<file path="src/rtl/id_stage_pipe.sv">
// -----------------------------------------------------------------------------
// id_stage_pipe
//
// Instruction-decode stage with an integrated ID/EX pipeline register.
//
// The stage decodes a 32-bit MIPS-style instruction through the Controller
// table. It reads two operands from a REG_NUM x DATA_W register file, and a
// write-back bypass can forward same-cycle write data to the read ports. The
// stage extends the 16-bit immediate and selects operand 2. Operand 2 is the
// immediate for I-type instructions and rd2 for everything else. Load-use
// hazards against the EXE stage are detected here. The decoded bundle is held
// in an output register under a valid/ready handshake, with flush support and
// a saturating stall counter.
//
// Ports
//   clk, rst           : rising-edge clock, asynchronous active-low reset
//   in_valid/in_ready  : instruction handshake from IF (in_ready is combinational)
//   instr_in           : 32-bit instruction
//   flush              : drop the held bundle and the current input
//   wb_en/addr/data    : register-file write port (write-back stage)
//   exe_valid, exe_mem_r_en, exe_dest : EXE-stage info for load-use detection
//   out_valid/out_ready: output handshake toward EXE
//   out_*              : registered decode bundle
//   stall_cnt          : saturating count of hazard-stall cycles
// -----------------------------------------------------------------------------
module id_stage_pipe #(
    parameter int DATA_W     = 32,
    parameter int REG_NUM    = 32,
    parameter int ZERO_REG   = 1,
    parameter int BYPASS     = 1,
    parameter int IMM_SIGNED = 1,
    parameter int CNT_W      = 16
) (
    input  logic              clk,
    input  logic              rst,
    input  logic              in_valid,
    output logic              in_ready,
    input  logic [31:0]       instr_in,
    input  logic              flush,
    input  logic              wb_en,
    input  logic [4:0]        wb_addr,
    input  logic [DATA_W-1:0] wb_data,
    input  logic              exe_valid,
    input  logic              exe_mem_r_en,
    input  logic [4:0]        exe_dest,
    output logic              out_valid,
    input  logic              out_ready,
    output logic              out_wb_en,
    output logic              out_mem_r_en,
    output logic              out_mem_w_en,
    output logic [1:0]        out_br_type,
    output logic [3:0]        out_exe_cmd,
    output logic [DATA_W-1:0] out_rd1,
    output logic [DATA_W-1:0] out_rd2,
    output logic [DATA_W-1:0] out_imm,
    output logic [DATA_W-1:0] out_data2,
    output logic [4:0]        out_dest,
    output logic [31:0]       out_instr,
    output logic [CNT_W-1:0]  stall_cnt
);

    // Opcodes understood by the Controller (instr[31:26]).
    localparam logic [5:0] OP_NOP  = 6'd0;
    localparam logic [5:0] OP_ADD  = 6'd1;
    localparam logic [5:0] OP_SUB  = 6'd3;
    localparam logic [5:0] OP_AND  = 6'd5;
    localparam logic [5:0] OP_OR   = 6'd6;
    localparam logic [5:0] OP_NOR  = 6'd7;
    localparam logic [5:0] OP_XOR  = 6'd8;
    localparam logic [5:0] OP_SLA  = 6'd9;
    localparam logic [5:0] OP_SLL  = 6'd10;
    localparam logic [5:0] OP_SRA  = 6'd11;
    localparam logic [5:0] OP_SRL  = 6'd12;
    localparam logic [5:0] OP_ADDI = 6'd32;
    localparam logic [5:0] OP_SUBI = 6'd33;
    localparam logic [5:0] OP_LD   = 6'd36;
    localparam logic [5:0] OP_ST   = 6'd37;
    localparam logic [5:0] OP_BEZ  = 6'd40;
    localparam logic [5:0] OP_BNE  = 6'd41;
    localparam logic [5:0] OP_JMP  = 6'd42;

    // EXE_Cmd encodings.
    localparam logic [3:0] EXE_ADD = 4'b0000;
    localparam logic [3:0] EXE_SUB = 4'b0010;
    localparam logic [3:0] EXE_AND = 4'b0100;
    localparam logic [3:0] EXE_OR  = 4'b0101;
    localparam logic [3:0] EXE_NOR = 4'b0110;
    localparam logic [3:0] EXE_XOR = 4'b0111;
    localparam logic [3:0] EXE_SLA = 4'b1000;
    localparam logic [3:0] EXE_SRA = 4'b1001;
    localparam logic [3:0] EXE_SRL = 4'b1010;
    localparam logic [3:0] EXE_NOP = 4'b1111;

    // BR_Type encodings.
    localparam logic [1:0] BR_NONE = 2'b00;
    localparam logic [1:0] BR_BEZ  = 2'b01;
    localparam logic [1:0] BR_BNE  = 2'b10;
    localparam logic [1:0] BR_JMP  = 2'b11;

    // The register count as a 6-bit value, so 5-bit addresses compare without
    // truncation (REG_NUM may be 32).
    localparam logic [5:0] REG_LIM = 6'(REG_NUM);
    localparam logic [CNT_W-1:0] CNT_MAX = {CNT_W{1'b1}};
    localparam logic [CNT_W-1:0] CNT_ONE = {{(CNT_W-1){1'b0}}, 1'b1};

    // Instruction fields.
    logic [5:0] opcode_s;
    logic [4:0] rs_s;
    logic [4:0] rt_s;
    logic [4:0] rd_s;

    assign opcode_s = instr_in[31:26];
    assign rs_s     = instr_in[25:21];
    assign rt_s     = instr_in[20:16];
    assign rd_s     = instr_in[15:11];

    // Controller outputs.
    logic       ctl_wb_en_s;
    logic       ctl_mem_r_en_s;
    logic       ctl_mem_w_en_s;
    logic       ctl_is_imm_s;
    logic [1:0] ctl_br_type_s;
    logic [3:0] ctl_exe_cmd_s;

    // Datapath signals.
    logic [DATA_W-1:0] rf_r [REG_NUM];
    logic              wb_legal_s;
    logic [DATA_W-1:0] rd1_s;
    logic [DATA_W-1:0] rd2_s;
    logic [DATA_W-1:0] imm_s;
    logic [DATA_W-1:0] data2_s;
    logic [4:0]        dest_s;
    logic              rt_used_s;
    logic              exe_dest_live_s;
    logic              hazard_s;
    logic              load_s;

    // Controller: opcode decode into control bundle
    always_comb begin
        ctl_wb_en_s    = 1'b0;
        ctl_mem_r_en_s = 1'b0;
        ctl_mem_w_en_s = 1'b0;
        ctl_is_imm_s   = 1'b0;
        ctl_br_type_s  = BR_NONE;
        ctl_exe_cmd_s  = EXE_NOP;
        case (opcode_s)
            OP_NOP: begin
                ctl_exe_cmd_s = EXE_NOP;
            end
            OP_ADD: begin
                ctl_wb_en_s   = 1'b1;
                ctl_exe_cmd_s = EXE_ADD;
            end
            OP_SUB: begin
                ctl_wb_en_s   = 1'b1;
                ctl_exe_cmd_s = EXE_SUB;
            end
            OP_AND: begin
                ctl_wb_en_s   = 1'b1;
                ctl_exe_cmd_s = EXE_AND;
            end
            OP_OR: begin
                ctl_wb_en_s   = 1'b1;
                ctl_exe_cmd_s = EXE_OR;
            end
            OP_NOR: begin
                ctl_wb_en_s   = 1'b1;
                ctl_exe_cmd_s = EXE_NOR;
            end
            OP_XOR: begin
                ctl_wb_en_s   = 1'b1;
                ctl_exe_cmd_s = EXE_XOR;
            end
            OP_SLA, OP_SLL: begin
                ctl_wb_en_s   = 1'b1;
                ctl_exe_cmd_s = EXE_SLA;
            end
            OP_SRA: begin
                ctl_wb_en_s   = 1'b1;
                ctl_exe_cmd_s = EXE_SRA;
            end
            OP_SRL: begin
                ctl_wb_en_s   = 1'b1;
                ctl_exe_cmd_s = EXE_SRL;
            end
            OP_ADDI: begin
                ctl_wb_en_s   = 1'b1;
                ctl_is_imm_s  = 1'b1;
                ctl_exe_cmd_s = EXE_ADD;
            end
            OP_SUBI: begin
                ctl_wb_en_s   = 1'b1;
                ctl_is_imm_s  = 1'b1;
                ctl_exe_cmd_s = EXE_SUB;
            end
            OP_LD: begin
                ctl_wb_en_s    = 1'b1;
                ctl_mem_r_en_s = 1'b1;
                ctl_is_imm_s   = 1'b1;
                ctl_exe_cmd_s  = EXE_ADD;
            end
            OP_ST: begin
                ctl_mem_w_en_s = 1'b1;
                ctl_is_imm_s   = 1'b1;
                ctl_exe_cmd_s  = EXE_ADD;
            end
            OP_BEZ: begin
                ctl_is_imm_s  = 1'b1;
                ctl_br_type_s = BR_BEZ;
            end
            OP_BNE: begin
                ctl_is_imm_s  = 1'b1;
                ctl_br_type_s = BR_BNE;
            end
            OP_JMP: begin
                ctl_is_imm_s  = 1'b1;
                ctl_br_type_s = BR_JMP;
            end
            default: begin
                ctl_exe_cmd_s = EXE_NOP;
            end
        endcase
    end

    // A write is legal only for an existing register that is not the hardwired zero.
    assign wb_legal_s = wb_en && ({1'b0, wb_addr} < REG_LIM) &&
                        !((ZERO_REG != 0) && (wb_addr == 5'd0));

    // Register file storage with write port
    always_ff @(posedge clk or negedge rst) begin
        if (!rst) begin
            for (int i = 0; i < REG_NUM; i++) begin
                rf_r[i] <= '0;
            end
        end else if (wb_legal_s) begin
            rf_r[wb_addr] <= wb_data;
        end
    end

    // Read port 1 (rs): zero/out-of-range handling, then bypass, then storage
    always_comb begin
        rd1_s = '0;
        if (({1'b0, rs_s} >= REG_LIM) || ((ZERO_REG != 0) && (rs_s == 5'd0))) begin
            rd1_s = '0;
        end else if ((BYPASS != 0) && wb_legal_s && (wb_addr == rs_s)) begin
            rd1_s = wb_data;
        end else begin
            rd1_s = rf_r[rs_s];
        end
    end

    // Read port 2 (rt): zero/out-of-range handling, then bypass, then storage
    always_comb begin
        rd2_s = '0;
        if (({1'b0, rt_s} >= REG_LIM) || ((ZERO_REG != 0) && (rt_s == 5'd0))) begin
            rd2_s = '0;
        end else if ((BYPASS != 0) && wb_legal_s && (wb_addr == rt_s)) begin
            rd2_s = wb_data;
        end else begin
            rd2_s = rf_r[rt_s];
        end
    end

    // Immediate extension, operand-2 select and destination select
    always_comb begin
        imm_s = '0;
        if (IMM_SIGNED != 0) begin
            imm_s = DATA_W'(signed'(instr_in[15:0]));
        end else begin
            imm_s = DATA_W'(instr_in[15:0]);
        end
        if (ctl_is_imm_s) begin
            data2_s = imm_s;
            dest_s  = rt_s;
        end else begin
            data2_s = rd2_s;
            dest_s  = rd_s;
        end
    end

    // Stores read rt as data even though they carry an immediate.
    assign rt_used_s = !ctl_is_imm_s || ctl_mem_w_en_s;

    // A load into the hardwired zero register can never create a dependency.
    assign exe_dest_live_s = !((ZERO_REG != 0) && (exe_dest == 5'd0));

    assign hazard_s = in_valid && exe_valid && exe_mem_r_en && exe_dest_live_s &&
                      ((exe_dest == rs_s) || (rt_used_s && (exe_dest == rt_s)));

    assign in_ready = !flush && !hazard_s && (!out_valid || out_ready);
    assign load_s   = in_valid && in_ready;

    // ID/EX pipeline register: flush > load > drain > hold
    always_ff @(posedge clk or negedge rst) begin
        if (!rst) begin
            out_valid    <= 1'b0;
            out_wb_en    <= 1'b0;
            out_mem_r_en <= 1'b0;
            out_mem_w_en <= 1'b0;
            out_br_type  <= 2'b00;
            out_exe_cmd  <= 4'b0000;
            out_rd1      <= '0;
            out_rd2      <= '0;
            out_imm      <= '0;
            out_data2    <= '0;
            out_dest     <= 5'd0;
            out_instr    <= 32'd0;
        end else if (flush) begin
            // Payload is kept; only the valid flag is dropped.
            out_valid <= 1'b0;
        end else if (load_s) begin
            out_valid    <= 1'b1;
            out_wb_en    <= ctl_wb_en_s;
            out_mem_r_en <= ctl_mem_r_en_s;
            out_mem_w_en <= ctl_mem_w_en_s;
            out_br_type  <= ctl_br_type_s;
            out_exe_cmd  <= ctl_exe_cmd_s;
            out_rd1      <= rd1_s;
            out_rd2      <= rd2_s;
            out_imm      <= imm_s;
            out_data2    <= data2_s;
            out_dest     <= dest_s;
            out_instr    <= instr_in;
        end else if (out_ready) begin
            // Consumed with nothing to replace it: a bubble during a hazard.
            out_valid <= 1'b0;
        end
    end

    // Saturating hazard-stall counter; flushed cycles are not counted
    always_ff @(posedge clk or negedge rst) begin
        if (!rst) begin
            stall_cnt <= '0;
        end else if (hazard_s && !flush && (stall_cnt != CNT_MAX)) begin
            stall_cnt <= stall_cnt + CNT_ONE;
        end
    end

endmodule

</file>
<file path="config.mk">
export PLATFORM = sky130hd
export DESIGN_NAME = id_stage_pipe
export DESIGN_NICKNAME = d
export VERILOG_FILES = /design/src/rtl/id_stage_pipe.sv
export SDC_FILE = /design/constraint.sdc
export NUM_CORES = 2
export LEC_CHECK = 0
export ABC_AREA = 1
export CAP_MARGIN = 20
export CORE_ASPECT_RATIO = 1.2
export CORE_MARGIN = 2
export CORE_UTILIZATION = 51
export DETAILED_ROUTE_END_ITERATION = 16
export PLACE_DENSITY = 0.72
export SLEW_MARGIN = 20
export SYNTH_ARGS = -nofsm -noshare
export SYNTH_HDL_FRONTEND = slang
export SYNTH_SLANG_ARGS = --single-unit
</file>
<file path="constraint.sdc">
create_clock -name clk -period 2.2 [get_ports clk]
set_clock_uncertainty 0.1 [all_clocks]
set_input_delay 0.66 -clock clk [delete_from_list [all_inputs] [get_ports clk]]
set_output_delay 0.66 -clock clk [all_outputs]
set_load 0.02 [all_outputs]
</file>
==> impl_metrics.py <==
metrics = {
    "power_and_ir_drop": {
        "powerDensity_mw_per_mm2": 852,
        "p_leak_uw": 0.0362,
        "ir_drop_mv": 0.685,
    },
    "placement": {
        "port_buffers": 273,
        "gp_congestion": 0.943,
        "dpl.hpwl_um": 157000,
        "dp_cells": 10400,
    },
    "sta": {
        "fin_crit_ns": 2.57,
        "rsz0062_at_grt": "yes",
        "max-slew-margin-rel_pct": 60.0,
        "fmax_mhz": 390,
        "setup_violations": 13,
        "tns_ns": -1.36,
        "finalHoldViolCount": 0,
        "holdWs_ns": 0.202,
        "setup_slack_ns": -0.367,
        "finalMaxSlewViolations": 0,
        "worst_pin_slew_ns": 0.600,
        "timing.final.crit_share_pct": 117,
    },
    "clocking": {
        "clkTransAtPathRegs_ns": 0.06,
        "cts_buffer_depth": 3,
        "cts_tree": "done",
        "clk-insertion-delay-late_ns": 0.75,
        "cts.sink_count": 1183,
        "cts_max_level": 3,
        "cts_root_buffer": "clkbuf_16",
        "numCtsBuffers": 119,
    },
    "yosys": {
        "yosysWarnings": 0,
        "syn_inst": 8661,
        "syn_area_per_cell_um2": 7.39,
        "synth_seq_cells": 1183,
        "ys_seq_area_share_pct": 46.3,
        "synth_area_mm2": 0.0640,
        "synthDistinctLibCells": 37,
        "syn-num-nets": 8744,
    },
    "min_path": {
        "hp-class": "in -> reg",
        "whs_path_depth": 4,
        "holdPathEnd": "out_instr[30]",
        "hold_start": "instr_in[30]",
    },
    "floorplan": {
        "die_h_um": 392,
        "num_rows": 142,
        "die_w_um": 327,
        "coreArea_mm2": 0.125,
        "initial_utilization_pct": 51.3,
        "io_pins": 274,
        "dieArea_mm2": 0.128,
    },
    "detailed_routing": {
        "drt_pass1_iterations": 7,
        "ant_nets": 0,
        "wirelength_um": 246000,
        "num_vias": 65700,
        "drcViolationCount": 0,
        "wl_per_cell_um": 23.1,
        "drt_iter0_drc": 8823,
        "viasPerCell": 6.16,
    },
    "worst_setup_path": {
        "critPathCaptureType": "output pin",
        "ff2ff_setup_slack_ns": 0.21,
        "worstSetupStartpointType": "input port",
        "worst_ep_arrival_time_ns": 1.81,
        "r2r-end": "out_data2[17]",
        "worst-path-max-fanout": 6,
        "path_class": "in -> out",
        "required_ns": 1.44,
        "r2r-start": "rf_r[1009]",
        "reg2regPathDepth": 12,
    },
    "layout": {
        "layout_commonest_cell": "nand2_1",
        "layout.cells.non_filler": 10700,
        "drive_above_1_share_pct": 13.0,
        "seqCellArea_mm2": 0.0296,
        "final_cell_mix": "2,173 x nand2_1, 1,478 x o21ai_0, 1,177 x dfrtp_1, 905 x nand3_1, 631 x inv_1",
        "multi_input_area_mm2": 0.0287,
        "nNetsFinal": 8985,
        "syn_to_final_growth_pct": 21.7,
        "nFillCells": 10600,
    },
    "global_routing": {
        "grt_usage_pct": 37.4,
        "grt_max_degree": 91,
        "grt_antenna_before_repair": 10,
        "grt_pass1_wl_um": 368000,
        "grt_pass1_vias": 61100,
        "grt-ovfl-total": 0,
    },
    "flow_run": {
        "maxCapViolCount": 0,
    },
    "run_status": {
        "status": "finished with violations",
        "violations": "negative setup slack",
    },
}
==> synthesized netlist by cell type, drive strengths merged <==
cell	count	area share (%)
nand2	2207	13
o21ai	1602	13
dfrtp	1183	46
nand3	918	7.2
inv	654	3.8
clkbuf	510	3.0
a21oi	506	4.0
o211ai	473	5.5
buf	309	2.4
nor2	207	1.3
nor3	30	0.26
xor2	20	0.27
or2	11	0.11
nand4	8	0.078
xnor2	6	0.082
nor4	5	0.072
clkinv	3	0.018
o2111ai	2	0.027
a311oi	1	0.014
a31oi	1	0.0098
ha	1	0.020
nand3b	1	0.012
nor3b	1	0.012
o21bai	1	0.012
o31ai	1	0.012
==> repair_timing <==
action,in CTS,in global routing
hold buffers,1,0
buffers inserted,15,3
resized for setup,692,66
pin swaps,8,5
gates cloned,0,8
hold endpoints to repair,41,0
setup endpoints to repair,341,108
==> cells by family (layout without fill, tap and decap cells) <==
logic type      Yosys count  count (layout)  share of synthesized area [%]
fa+ha+maj                 1               1                         0.0196
buf+inv                1476            1821                           9.29
xor+xnor                 26              26                          0.356
compound gates         2587            2587                           22.1
flops                  1183            1183                           46.3
other cells               0               4                              0
simple gates           3388            3388                           22.0
==> worst max-delay path by stage <==
stage	slack [ns]	from	end
after detailed placement	-1.32	instr_in[28]	in_ready
after global routing	-0.46	instr_in[31]	in_ready
after global placement	-1.31	instr_in[28]	in_ready
final	-0.37	instr_in[30]	in_ready
after CTS	-0.35	instr_in[30]	in_ready
after floorplan	-0.12	instr_in[31]	in_ready
==> final cells by class <==
| cell class | count | area share, % |
|---|---|---|
| multi-input cells | 6002 | 36.8 |
| clock buffers | 161 | 4.48 |
| diodes | 4 | 0.0128 |
| flip-flops and latches | 1183 | 38.0 |
| clock inverters | 64 | 1.09 |
| inverters | 657 | 3.19 |
| well taps | 1656 | 2.66 |
| repair buffers | 939 | 13.7 |
==> state kept, by name (all words and copies together) (netlist names) <==
name          cells
rf_r           1024
out_data2        32
out_rd1          32
out_rd2          32
out_instr        17
stall_cnt        16
out_imm          15
out_dest          5
out_exe_cmd       4
out_br_type       2
out_mem_r_en      1
out_mem_w_en      1
out_valid         1
out_wb_en         1
==> per-stage QoR <==
step                total power, uW  setup slack, ns  utilization (%)  cell area [um2]
floorplan                     37400           -0.119                -            64100
global placement              43000            -1.31             58.5            73000
detailed placement            43700            -1.32             58.5            73000
CTS                           65900           -0.351             62.1            77400
global route                  69400           -0.463             62.5            77900
finish                        66400           -0.367             62.5            77900
==> per-layer routing <==
metal,vias up,track usage (%),share of wire (%)
met5,-,0,0.025
met4,8,21.0,6.1
met3,956,9.50,13
met2,4361,56.5,43
met1,31000,49.0,37
li1,29400,-,-
==> worst max-delay path: stages <==
cell     delay [ns]
buf_2          0.12
nor2_4         0.19
nand4_1        0.18
nand3_2        0.13
nor2_4         0.04
o21ai_2        0.10
nand2_1        0.09
nand2_2        0.08
nand2_2        0.05
inv_2          0.05
buf_6          0.10
==> power by group <==
group	internal [uW]	leakage, uW	switching (uW)
clock	13300	0.00215	9320
combinational	5830	0.0191	9400
sequential	25900	0.0149	2610
Note: power is estimated with default switching activity, not from simulation.
